### src/rtl/keypad_scan_4x4_pkg.sv
// keypad_pkg: shared types and constants for the 4x4 matrix keypad scanner.
//   key_state_e   - debounce FSM states
//   frame_class_e - classification of one complete scan frame
//   KEY_CODE      - row-major (row*COLS+col) key-code table
//   key_map()     - index -> hex key code
package keypad_pkg;

  localparam int unsigned ROWS = 4;
  localparam int unsigned COLS = 4;
  localparam int unsigned KEYS = ROWS * COLS;

  typedef enum logic [1:0] {
    IDLE,
    PRESS_CHK,
    PRESSED,
    RELEASE_CHK
  } key_state_e;

  typedef enum logic [1:0] {
    NONE,
    SINGLE,
    MULTI
  } frame_class_e;

  // row0: 1 2 3 A / row1: 4 5 6 B / row2: 7 8 9 C / row3: E 0 F D
  localparam logic [3:0] KEY_CODE [KEYS] = '{
    4'h1, 4'h2, 4'h3, 4'hA,
    4'h4, 4'h5, 4'h6, 4'hB,
    4'h7, 4'h8, 4'h9, 4'hC,
    4'hE, 4'h0, 4'hF, 4'hD
  };

  function automatic logic [3:0] key_map(input logic [3:0] idx);
    return KEY_CODE[idx];
  endfunction

endpackage

### src/rtl/keypad_scan_4x4_frame_classify.sv
// keypad_frame_classify: combinational classification of a 16-bit frame map.
//   frame_map   in  16  closed-switch map, bit row*4+col set = closed
//   frame_class out 2   frame_class_e encoding: NONE / SINGLE / MULTI
//   index       out 4   lowest set bit (the key index when SINGLE)
module keypad_frame_classify
  import keypad_pkg::*;
(
  input  logic [KEYS-1:0] frame_map,
  output logic [1:0]      frame_class,
  output logic [3:0]      index
);

  logic [4:0] ones;

  always_comb begin
    ones  = '0;
    index = '0;
    // Scan high to low so the final write leaves the lowest set bit.
    for (int unsigned i = KEYS; i > 0; i--) begin
      if (frame_map[i-1]) begin
        ones  = ones + 5'd1;
        index = 4'(i - 1);
      end
    end
    if (ones == 5'd0)      frame_class = NONE;
    else if (ones == 5'd1) frame_class = SINGLE;
    else                   frame_class = MULTI;
  end

endmodule

### src/rtl/keypad_scan_4x4.sv
// keypad_scan_4x4: 4x4 matrix keypad scanner with whole-frame debounce.
//   clk        in   system clock
//   rst        in   synchronous active-high reset
//   row_out    out  4  row drive, one-hot low
//   col_in     in   4  column sense, active-low, asynchronous
//   key_valid  out  one-clock strobe per accepted press
//   key_code   out  4  hex code of the last accepted key
//   key_down   out  debounced key currently held
//   multi_key  out  last frame had more than one closure
// Optional: define KEYPAD_REPEAT_EN for auto-repeat while a key is held.
module keypad_scan_4x4
  import keypad_pkg::*;
#(
  parameter int unsigned SCAN_DIV        = 100000,
  parameter int unsigned DEBOUNCE_FRAMES = 4
`ifdef KEYPAD_REPEAT_EN
  ,
  parameter int unsigned REPEAT_DELAY_FRAMES = 125,
  parameter int unsigned REPEAT_RATE_FRAMES  = 25
`endif
) (
  input  logic       clk,
  input  logic       rst,
  output logic [3:0] row_out,
  input  logic [3:0] col_in,
  output logic       key_valid,
  output logic [3:0] key_code,
  output logic       key_down,
  output logic       multi_key
);

  localparam int unsigned DIV_W = $clog2(SCAN_DIV);
  localparam int unsigned CNT_W = $clog2(DEBOUNCE_FRAMES + 1);
  localparam int unsigned ROW_W = $clog2(ROWS);

  logic [COLS-1:0]  col_meta, col_sync;
  logic [DIV_W-1:0] div_cnt;
  logic [ROW_W-1:0] row_idx;
  logic             tick, frame_end;
  logic [KEYS-1:0]  frame_map, frame_next;

  logic [1:0]       cls_raw;
  frame_class_e     fclass;
  logic [3:0]       findex;

  key_state_e       state, state_next;
  logic [3:0]       cand, cand_next;
  logic [CNT_W-1:0] cnt, cnt_next;
  logic [3:0]       code_next;
  logic             down_next, valid_next, multi_next;

`ifdef KEYPAD_REPEAT_EN
  localparam int unsigned REP_W = $clog2(REPEAT_DELAY_FRAMES + REPEAT_RATE_FRAMES + 1);
  logic [REP_W-1:0] rep_cnt, rep_next;
`endif

  assign tick      = (div_cnt == DIV_W'(SCAN_DIV - 1));
  assign frame_end = tick && (row_idx == ROW_W'(ROWS - 1));
  assign row_out   = ~(4'b0001 << row_idx);

  always_ff @(posedge clk) begin
    if (rst) begin
      col_meta <= '1;
      col_sync <= '1;
    end else begin
      col_meta <= col_in;
      col_sync <= col_meta;
    end
  end

  always_ff @(posedge clk) begin
    if (rst) begin
      div_cnt <= '0;
      row_idx <= '0;
    end else if (tick) begin
      div_cnt <= '0;
      row_idx <= row_idx + 1'b1;
    end else begin
      div_cnt <= div_cnt + 1'b1;
    end
  end

  // The classifier sees the map including the row being latched on this
  // tick, so the frame is judged on the same edge that completes it.
  always_comb begin
    frame_next = frame_map;
    if (tick) frame_next[row_idx*COLS +: COLS] = ~col_sync;
  end

  always_ff @(posedge clk) begin
    if (rst) frame_map <= '0;
    else     frame_map <= frame_next;
  end

  keypad_frame_classify u_classify (
    .frame_map   (frame_next),
    .frame_class (cls_raw),
    .index       (findex)
  );

  assign fclass = frame_class_e'(cls_raw);

  always_comb begin
    state_next = state;
    cand_next  = cand;
    cnt_next   = cnt;
    code_next  = key_code;
    down_next  = key_down;
    valid_next = 1'b0;
    multi_next = multi_key;
`ifdef KEYPAD_REPEAT_EN
    rep_next   = rep_cnt;
`endif
    if (frame_end) begin
      multi_next = (fclass == MULTI);
      case (state)
        IDLE: begin
          if (fclass == SINGLE) begin
            if (DEBOUNCE_FRAMES == 1) begin
              state_next = PRESSED;
              code_next  = key_map(findex);
              down_next  = 1'b1;
              valid_next = 1'b1;
            end else begin
              state_next = PRESS_CHK;
              cand_next  = findex;
              cnt_next   = CNT_W'(1);
            end
          end
        end
        PRESS_CHK: begin
          if (fclass == SINGLE && findex == cand) begin
            if (cnt == CNT_W'(DEBOUNCE_FRAMES - 1)) begin
              state_next = PRESSED;
              code_next  = key_map(cand);
              down_next  = 1'b1;
              valid_next = 1'b1;
            end else begin
              cnt_next = cnt + 1'b1;
            end
          end else begin
            state_next = IDLE;
          end
        end
        PRESSED: begin
          if (fclass == NONE) begin
            if (DEBOUNCE_FRAMES == 1) begin
              state_next = IDLE;
              down_next  = 1'b0;
            end else begin
              state_next = RELEASE_CHK;
              cnt_next   = CNT_W'(1);
            end
          end else begin
`ifdef KEYPAD_REPEAT_EN
            // After the first repeat the counter parks at the delay value so
            // each further RATE frames re-hits the wrap point.
            if (rep_cnt == REP_W'(REPEAT_DELAY_FRAMES + REPEAT_RATE_FRAMES - 1)) begin
              rep_next   = REP_W'(REPEAT_DELAY_FRAMES);
              valid_next = 1'b1;
            end else begin
              rep_next = rep_cnt + 1'b1;
              if (rep_cnt == REP_W'(REPEAT_DELAY_FRAMES - 1)) valid_next = 1'b1;
            end
`endif
          end
        end
        RELEASE_CHK: begin
          if (fclass == NONE) begin
            if (cnt == CNT_W'(DEBOUNCE_FRAMES - 1)) begin
              state_next = IDLE;
              down_next  = 1'b0;
            end else begin
              cnt_next = cnt + 1'b1;
            end
          end else begin
            state_next = PRESSED;
          end
        end
        default: state_next = IDLE;
      endcase
    end
`ifdef KEYPAD_REPEAT_EN
    if (state_next != PRESSED) rep_next = '0;
`endif
  end

  always_ff @(posedge clk) begin
    if (rst) begin
      state     <= IDLE;
      cand      <= '0;
      cnt       <= '0;
      key_code  <= '0;
      key_down  <= 1'b0;
      key_valid <= 1'b0;
      multi_key <= 1'b0;
`ifdef KEYPAD_REPEAT_EN
      rep_cnt   <= '0;
`endif
    end else begin
      state     <= state_next;
      cand      <= cand_next;
      cnt       <= cnt_next;
      key_code  <= code_next;
      key_down  <= down_next;
      key_valid <= valid_next;
      multi_key <= multi_next;
`ifdef KEYPAD_REPEAT_EN
      rep_cnt   <= rep_next;
`endif
    end
  end

endmodule

### config.mk
export PLATFORM = sky130hd
export DESIGN_NAME = keypad_scan_4x4
export DESIGN_NICKNAME = d
export VERILOG_FILES = /design/src/rtl/keypad_scan_4x4_pkg.sv /design/src/rtl/keypad_scan_4x4_frame_classify.sv /design/src/rtl/keypad_scan_4x4.sv
export SDC_FILE = /design/constraint.sdc
export NUM_CORES = 1
export LEC_CHECK = 0
export ABC_CLOCK_PERIOD_IN_PS = 12900
export CAP_MARGIN = 0
export CORE_MARGIN = 10
export CORE_UTILIZATION = 63
export DETAILED_ROUTE_END_ITERATION = 10
export HOLD_SLACK_MARGIN = 0.05
export PLACE_DENSITY = 0.91
export SLEW_MARGIN = 20
export SYNTH_ARGS = -nofsm -noshare
export SYNTH_HDL_FRONTEND = slang
export SYNTH_SLANG_ARGS = --single-unit
### constraint.sdc
create_clock -name clk -period 12.9 [get_ports clk]
set_input_delay 1.935 -clock clk [delete_from_list [all_inputs] [get_ports clk]]
set_output_delay 1.935 -clock clk [all_outputs]
set_load 0.01 [all_outputs]
==> results.md, run 1 <==
- Overall Global Routing Usage: 0.205
- Crit-path max FO: 11
- Final Max Slew Viols: 0
- Cell mode on critical path: ha_1
- # setup viols final: 0
- Crit path time final: 12.18 ns
- # nets final: ~640
- Via density: 6.25
- Min-Delay Path Class: reg2reg
- CTS buffer count: 9
- First-pass GRT wire length: between 15000 and 20000 um
- Final hold slack: roughly 0.41 ns
- WP data arrival: 12.41 ns
- Slowest-stage cell, CP: or4bb_1
- Detail Route Antenna Nets: 0
- RD Place Congestion: 0.973
- Top-level port count: 17
- Vias in the first global route: 4315
- Synth Net Count: 630
- Clock power share: 0.461
- PortBufs: 16
- P_int: 0.000278 W
- Final Hold Fails: 0
- Clock latency on the worst-skew pair: 0.35 ns
- Max Clock Freq: a little over 80 MHz
- CP Launch Type: flop
- Synth cell types: 90
- PD cells: around 67 nW/um2
- Req. time, crit path: 13.13 ns
- Fin area: 5400 um2
- Initial DRC Count: 352
- Worst Max-Slew Pin Slew: 0.963 ns
- P_sw: 0.0000820 W
- Slew HR: 0.353
- Initial antenna violation count: 0
- Clock skew: 0.0116 ns
- Total power: approximately 0.00036 W
- Crit path kind: reg2reg
- Tcrit/Tclk final: 0.944
- DR pass1 iterations: 5
- Sw Share: 0.228
- Core ar.: 7730 um2
- Number of flops mapped to enable cells by yosys: 0
- DRC errors left: 0
- Die X: roughly 110 um
- Worst IR Drop VDD: 0.0700 mV
- Setup TNS: 0 ns
- Synth Register Bits: 59
- Vert. Die Dim: 109 um
- Ys async rst share: 0
- Max-Cap Viols: 0
- RSZ-0062 raised after global routing: no
- Fill cells: 588
- Layout area overhead: 7.98%
- CTS max path bufs: 2
- Mapped Area: ~5000 um2
- Cells after synthesis: 595
- P_leak: 2.20 nW
- Max incr delay on CP: around 0.63 ns
- Final wirelength: 11900 um
- Initial Util: 0.647
- N_diodes: 0
- Largest net degree at the start of global routing: 55
- CP Capture Type: flop
- Reg2reg setup slack: 0.72 ns
- Cts hold-fix bufs: 0
- Combinational share of power: 0.021
- Syn. warnings: 0
- Status: complete, no violations
- Reg power frac: 0.518
- WL/cell: 16.9 um
- Multi-input gate area: approximately 3600 um2
- CTS sink cnt: 59
- Clk slew on worst S/H paths: 0.07 ns
- Sequential area share after synthesis: 0.236
- Predominant post-synthesis flop cell: dfxtp_1
- CTS tree: built
- # H-tree levels: 3
- Layout cells sized above 1: 0.126
- Detailed Place HPWL: 8800 um
- Row count: 32
- Syn_area_per_cell: between 8 and 9 um2
- DIE AREA: 11900 um2
- Register area: 1180 um2
- Gr ovfl total: 0
- Root Driver: clkbuf_8
- DP Area: 5180 um2
- Vias: 4418
- Final Core Density: 0.699
## final timing paths
path                             startpoint  depth (start not counted)     endpoint
worst max-delay path             div_cnt[9]                         55  key_code[1]
worst min-delay path            col_meta[3]                          1  col_sync[3]
worst max register to register   div_cnt[9]                         55  key_code[1]
worst min register to register  col_meta[3]                          1  col_sync[3]
## metal layers
metal,wire length [um],up-vias,share of wire,GRT usage
li1,-,2123,-,-
met1,5070,2129,0.42,0.237
met2,5940,143,0.50,0.360
met3,662,23,0.055,0.0401
met4,272,0,0.023,0.0866
met5,0,-,0,0
## logic make-up after synthesis
kind of cell,share of synthesized area
buf+inv,0.0415
mux,0.0691
flops,0.236
compound gates,0.165
fa+ha+maj,0.0726
simple gates,0.272
xor+xnor,0.143
## cells in the final DEF (no fill, tap or decap), drive strengths merged, types with 14 or more instances in the layout
cell,instances
o21ai,19
nand2,54
nand3,20
dfxtp,59
ha,29
xor2,22
xnor2,37
inv,25
nor3,14
clkdlybuf4s50,15
mux2i,16
nor2,79
a21oi,25
## registers in the layout, indices dropped and copies added (netlist names), 2 cells and up
signal	flops
row_idx	2
frame_map	16
key_code	4
cand	4
cnt	3
col_sync	4
col_meta	4
state	2
div_cnt	17
## cell usage after synthesis (7+ instances only)
library cell  instances  area (um2)
nor2_1               79         297
dfxtp_1              59        1180
nand2_1              51         191
xnor2_1              31         272
ha_1                 29         363
inv_1                25        93.8
a21oi_1              23         115
clkbuf_1             21        78.8
xor2_1               20         175
nand3_1              19        95.1
o21ai_0              17        85.1
mux2i_1              14         140
nor3_1               14        70.1
nand4_1               9        56.3
or2_2                 9        56.3
and2_1                8        50.1
o31a_1                8        70.1
nand2b_1              7        43.8
nand3b_1              7        52.6
nor4_1                7        43.8
## final cells by class
type                            count  share of cell area
Multi-Input combinational cell    486               0.670
Timing Repair Buffer               19              0.0329
Clock inverter                      3             0.00371
Clock buffer                       13              0.0331
Tap cell                          102              0.0236
Sequential cell                    59               0.219
Inverter                           25              0.0174
## metrics by stage
stage	std cells	setup WS [ns]
after floorplan	595	2.03
after global placement	689	1.42
after detailed placement	689	0.851
after CTS	705	0.798
after global routing	707	0.0123
final	707	0.724
## power by group through the flow
stage	sequential (W)	clock (W)	combinational (W)
3_3_place_gp	0.000190	0	0.00000741
2_1_floorplan	0.000189	0	0.00000620
6_report	0.000186	0.000166	0.00000758
5_1_grt	0.000186	0.000175	0.00000851
3_5_place_dp	0.000190	0	0.00000758
4_1_cts	0.000186	0.000167	0.00000761
## worst max-delay path: cells and delay by family (launching register included)
kind                     cells  cell delay (ns)
AO/OA/AOI/OAI               16             3.30
adder cells (fa/ha/maj)     14             3.95
buffers and inverters        4             0.46
flip-flops                   1             0.40
multiplexers                 4             1.15
AND/OR/NAND/NOR             17             2.75
## what timing repair did
item                                    in CTS  in global routing
endpoints found under the setup margin       0                  5
endpoints found under the hold margin        0                  0
setup buffers                                0                  2
resized for setup                            0                  1
(Power assumes the default switching activity.)
==> run 2: changes to the inputs <==
Settings changed: SLEW_MARGIN 20 to not set.
==> results of run 2 <==
The final DEF is identical to that of run 1; final timing and power are the same.
==> run 3: changes to the inputs <==
Settings changed: MAX_ROUTING_LAYER set to met4.
==> run 3 against run 2 <==
  * Worst setup slack improved by 0.097 ns
  * Non-clock buffer count decreased by 1
  * Total power increased by 7.6%
  * Critical path depth unchanged
  * Sequential power is essentially flat
  * Highest routed layer unchanged
  * Clock power increased by 16%
  * Cell count down 0.14%
  * Largest cell class unchanged
==> results.md, run 3 (synthesis results as in run 1) <==
- Hold Startpoint: col_meta[1]
- Total power: 0.000387 W (+7.6%)
- Vias: 4349 (-1.6%)
- Req. time, crit path: 13.13 ns (about the same)
- # setup viols final: 0 (unchanged)
- Tcrit/Tclk final: 0.936 (-0.00753)
- Cell mode on critical path: ha_1
- Final Max Slew Viols: 0 (unchanged)
- Largest net degree at the start of global routing: 55 (unchanged)
- Final Core Density: 0.703 (+0.00421)
- Die X: 109 um (unchanged)
- Most common cell after layout, fill and taps aside: nor2_1
- Largest register FFs: 17 (unchanged)
- Gr ovfl total: 0 (unchanged)
- Final wirelength: 11700 um (-2.2%)
- Slowest-stage cell, CP: or4b_4
- Final hold slack: 0.409 ns (+0.00153 ns)
- WP data arrival: 12.30 ns (-0.11 ns)
- Min-Delay Path Class: reg2reg
- Placed Cells: 689 (unchanged)
- Layout cells sized above 1: 0.127 (+0.00186)
- Row count: 32 (unchanged)
- Overall Global Routing Usage: 0.210 (+0.00511)
- CP Launch Type: flop
- Multi-input gate area: 3630 um2 (+0.31%)
- Top reg by flops: div_cnt
- RD Place Congestion: 0.963 (-1.1%)
- First-pass GRT wire length: 20100 um (+0.66%)
- Setup crit start: div_cnt[7]
- Initial antenna violation count: 0 (unchanged)
- Final Hold Fails: 0 (unchanged)
- Max incr delay on CP: 0.53 ns (-0.10 ns)
- PortBufs: 16 (unchanged)
- Root Driver: clkbuf_8
- Reg2reg path depth: 55 (unchanged)
- Clk slew on worst S/H paths: 0.07 ns (about the same)
- Via density: 6.16 (-1.4%)
- Vias in the first global route: 4367 (+1.2%)
- N_diodes: 0 (unchanged)
- Max-Cap Viols: 0 (unchanged)
- Initial Util: 0.647 (unchanged)
- Worst Max-Slew Pin Slew: 0.948 ns (-0.0151 ns)
- Crit path kind: reg2reg
- Worst IR Drop VDD: 0.0833 mV (+19%)
- Setup WS post-layout: 0.821 ns (+0.0971 ns)
- CTS buffer count: 9 (unchanged)
- Reg-to-reg endpoint: key_code[1]
- Clock skew: 0.00999 ns (-0.00164 ns)
- Vert. Die Dim: 109 um (unchanged)
- DR pass1 iterations: 5 (unchanged)
- Clock latency on the worst-skew pair: 0.35 ns (about the same)
- WL/cell: 16.5 um (-2.1%)
- Crit-path max FO: 11 (unchanged)
- Min-Delay Endpoint: col_sync[1]
- Crit path time final: 12.08 ns (-0.0971 ns)
- # nets final: 634 (-0.16%)
- Reg2reg setup slack: 0.82 ns (+0.10 ns)
- Slew HR: 0.363 (+0.0101)
- Core ar.: 7730 um2 (unchanged)
- Cts hold-fix bufs: 0 (unchanged)
- DP Worst Slack: 0.908 ns (+0.0566 ns)
- Detail Route Antenna Nets: 0 (unchanged)
- Worst r2r src: div_cnt[7]
- Fill cells: 566 (-3.7%)
- Top-level port count: 17 (unchanged)
- Largest regs: div_cnt (17), frame_map (16)
- DIE AREA: 11900 um2 (unchanged)
- Initial DRC Count: 375 (+6.5%)
- DRC errors left: 0 (unchanged)
- CTS tree: built
- PD cells: 71.2 nW/um2 (+6.9%)
- Detailed Place HPWL: 8730 um (-0.83%)
- Fin cells: 706 (-0.14%)
- Commonest non-fill, non-tap cells in the layout: 79 x nor2_1, 59 x dfxtp_1, 51 x nand2_1
- # H-tree levels: 3 (unchanged)
- CTS max path bufs: 2 (unchanged)
- CP Capture Type: flop
- P_leak: 2.21 nW (+0.26%)
- Register area: 1180 um2 (unchanged)
- Status: complete, no violations
- CTS sink cnt: 59 (unchanged)
- Max Clock Freq: 82.8 MHz (+0.80%)
- Cells on Worst Hold Path: 1 (unchanged)
- Layout area overhead: 8.63%
==> run 3: changes by cell type in the layout (fill, tap and decap cells not counted) <==
| cell | delta |
|---|---|
| a21oi_1 | -1 |
| a21oi_2 | +1 |
| buf_4 | -1 |
| bufinv_16 | +2 |
| clkbuf_1 | +1 |
| clkbuf_8 | -2 |
| clkinvlp_4 | -1 |
| mux2i_1 | -1 |
| mux2i_2 | +1 |
| or4bb_1 | -1 |
| or4bb_4 | +1 |
==> run 3: critical path: cells and delay by family, from the launching register on <==
kind                       cells  cell delay, ns
muxes                          4            1.14
buffers and inverters          4            0.43
and+or+nand+nor               17            2.76
adders and majority gates     14            3.98
DFF                            1            0.39
AOI/OAI and AO/OA             16            3.26
==> run 3: what timing repair did <==
action,in CTS,in global routing
endpoints found under the hold margin,0,0
resized for setup,0,4
setup buffers,0,1
endpoints found under the setup margin,0,8
==> run 3: per-layer routing <==
metal,part of all wire,GRT usage,wire length (um),vias up
met5,0,-,0,-
met4,0.035,0.0960,408,0
met3,0.049,0.0289,570,43
met2,0.48,0.347,5660,135
met1,0.43,0.248,5040,2050
li1,-,-,-,2121
==> run 3: worst max path at each step <==
stage | endpoint | slack [ns] | cells past startpoint
finish | key_code[1] | 0.82 | 55
global route | key_code[2] | -0.07 | 56
CTS | key_code[1] | 0.87 | 54
detailed placement | key_code[1] | 0.91 | 54
global placement | key_code[2] | 1.38 | 53
floorplan | state[1] | 2.03 | 55
==> run 3: cell type report <==
| type | instances | area share |
|---|---|---|
| clock buffers | 12 | 0.0286 |
| clock inverters | 4 | 0.0134 |
| inverters | 25 | 0.0173 |
| multi-input cells | 486 | 0.669 |
| flip-flops and latches | 59 | 0.217 |
| well taps | 102 | 0.0235 |
| repair buffers | 18 | 0.0313 |
==> run 3: report_power, final <==
group | switching, W | internal [W] | total, W
Clock | 0.0000738 | 0.000119 | 0.000193
Sequential | 0.00000233 | 0.000184 | 0.000186
Combinational | 0.00000448 | 0.00000318 | 0.00000765
==> run 3: per-stage QoR <==
stage,TNS [ns],area (um2)
CTS,0,5400
floorplan,0,5000
detailed placement,0,5180
global placement,0,5180
finish,0,5430
global route,-0.229,5430
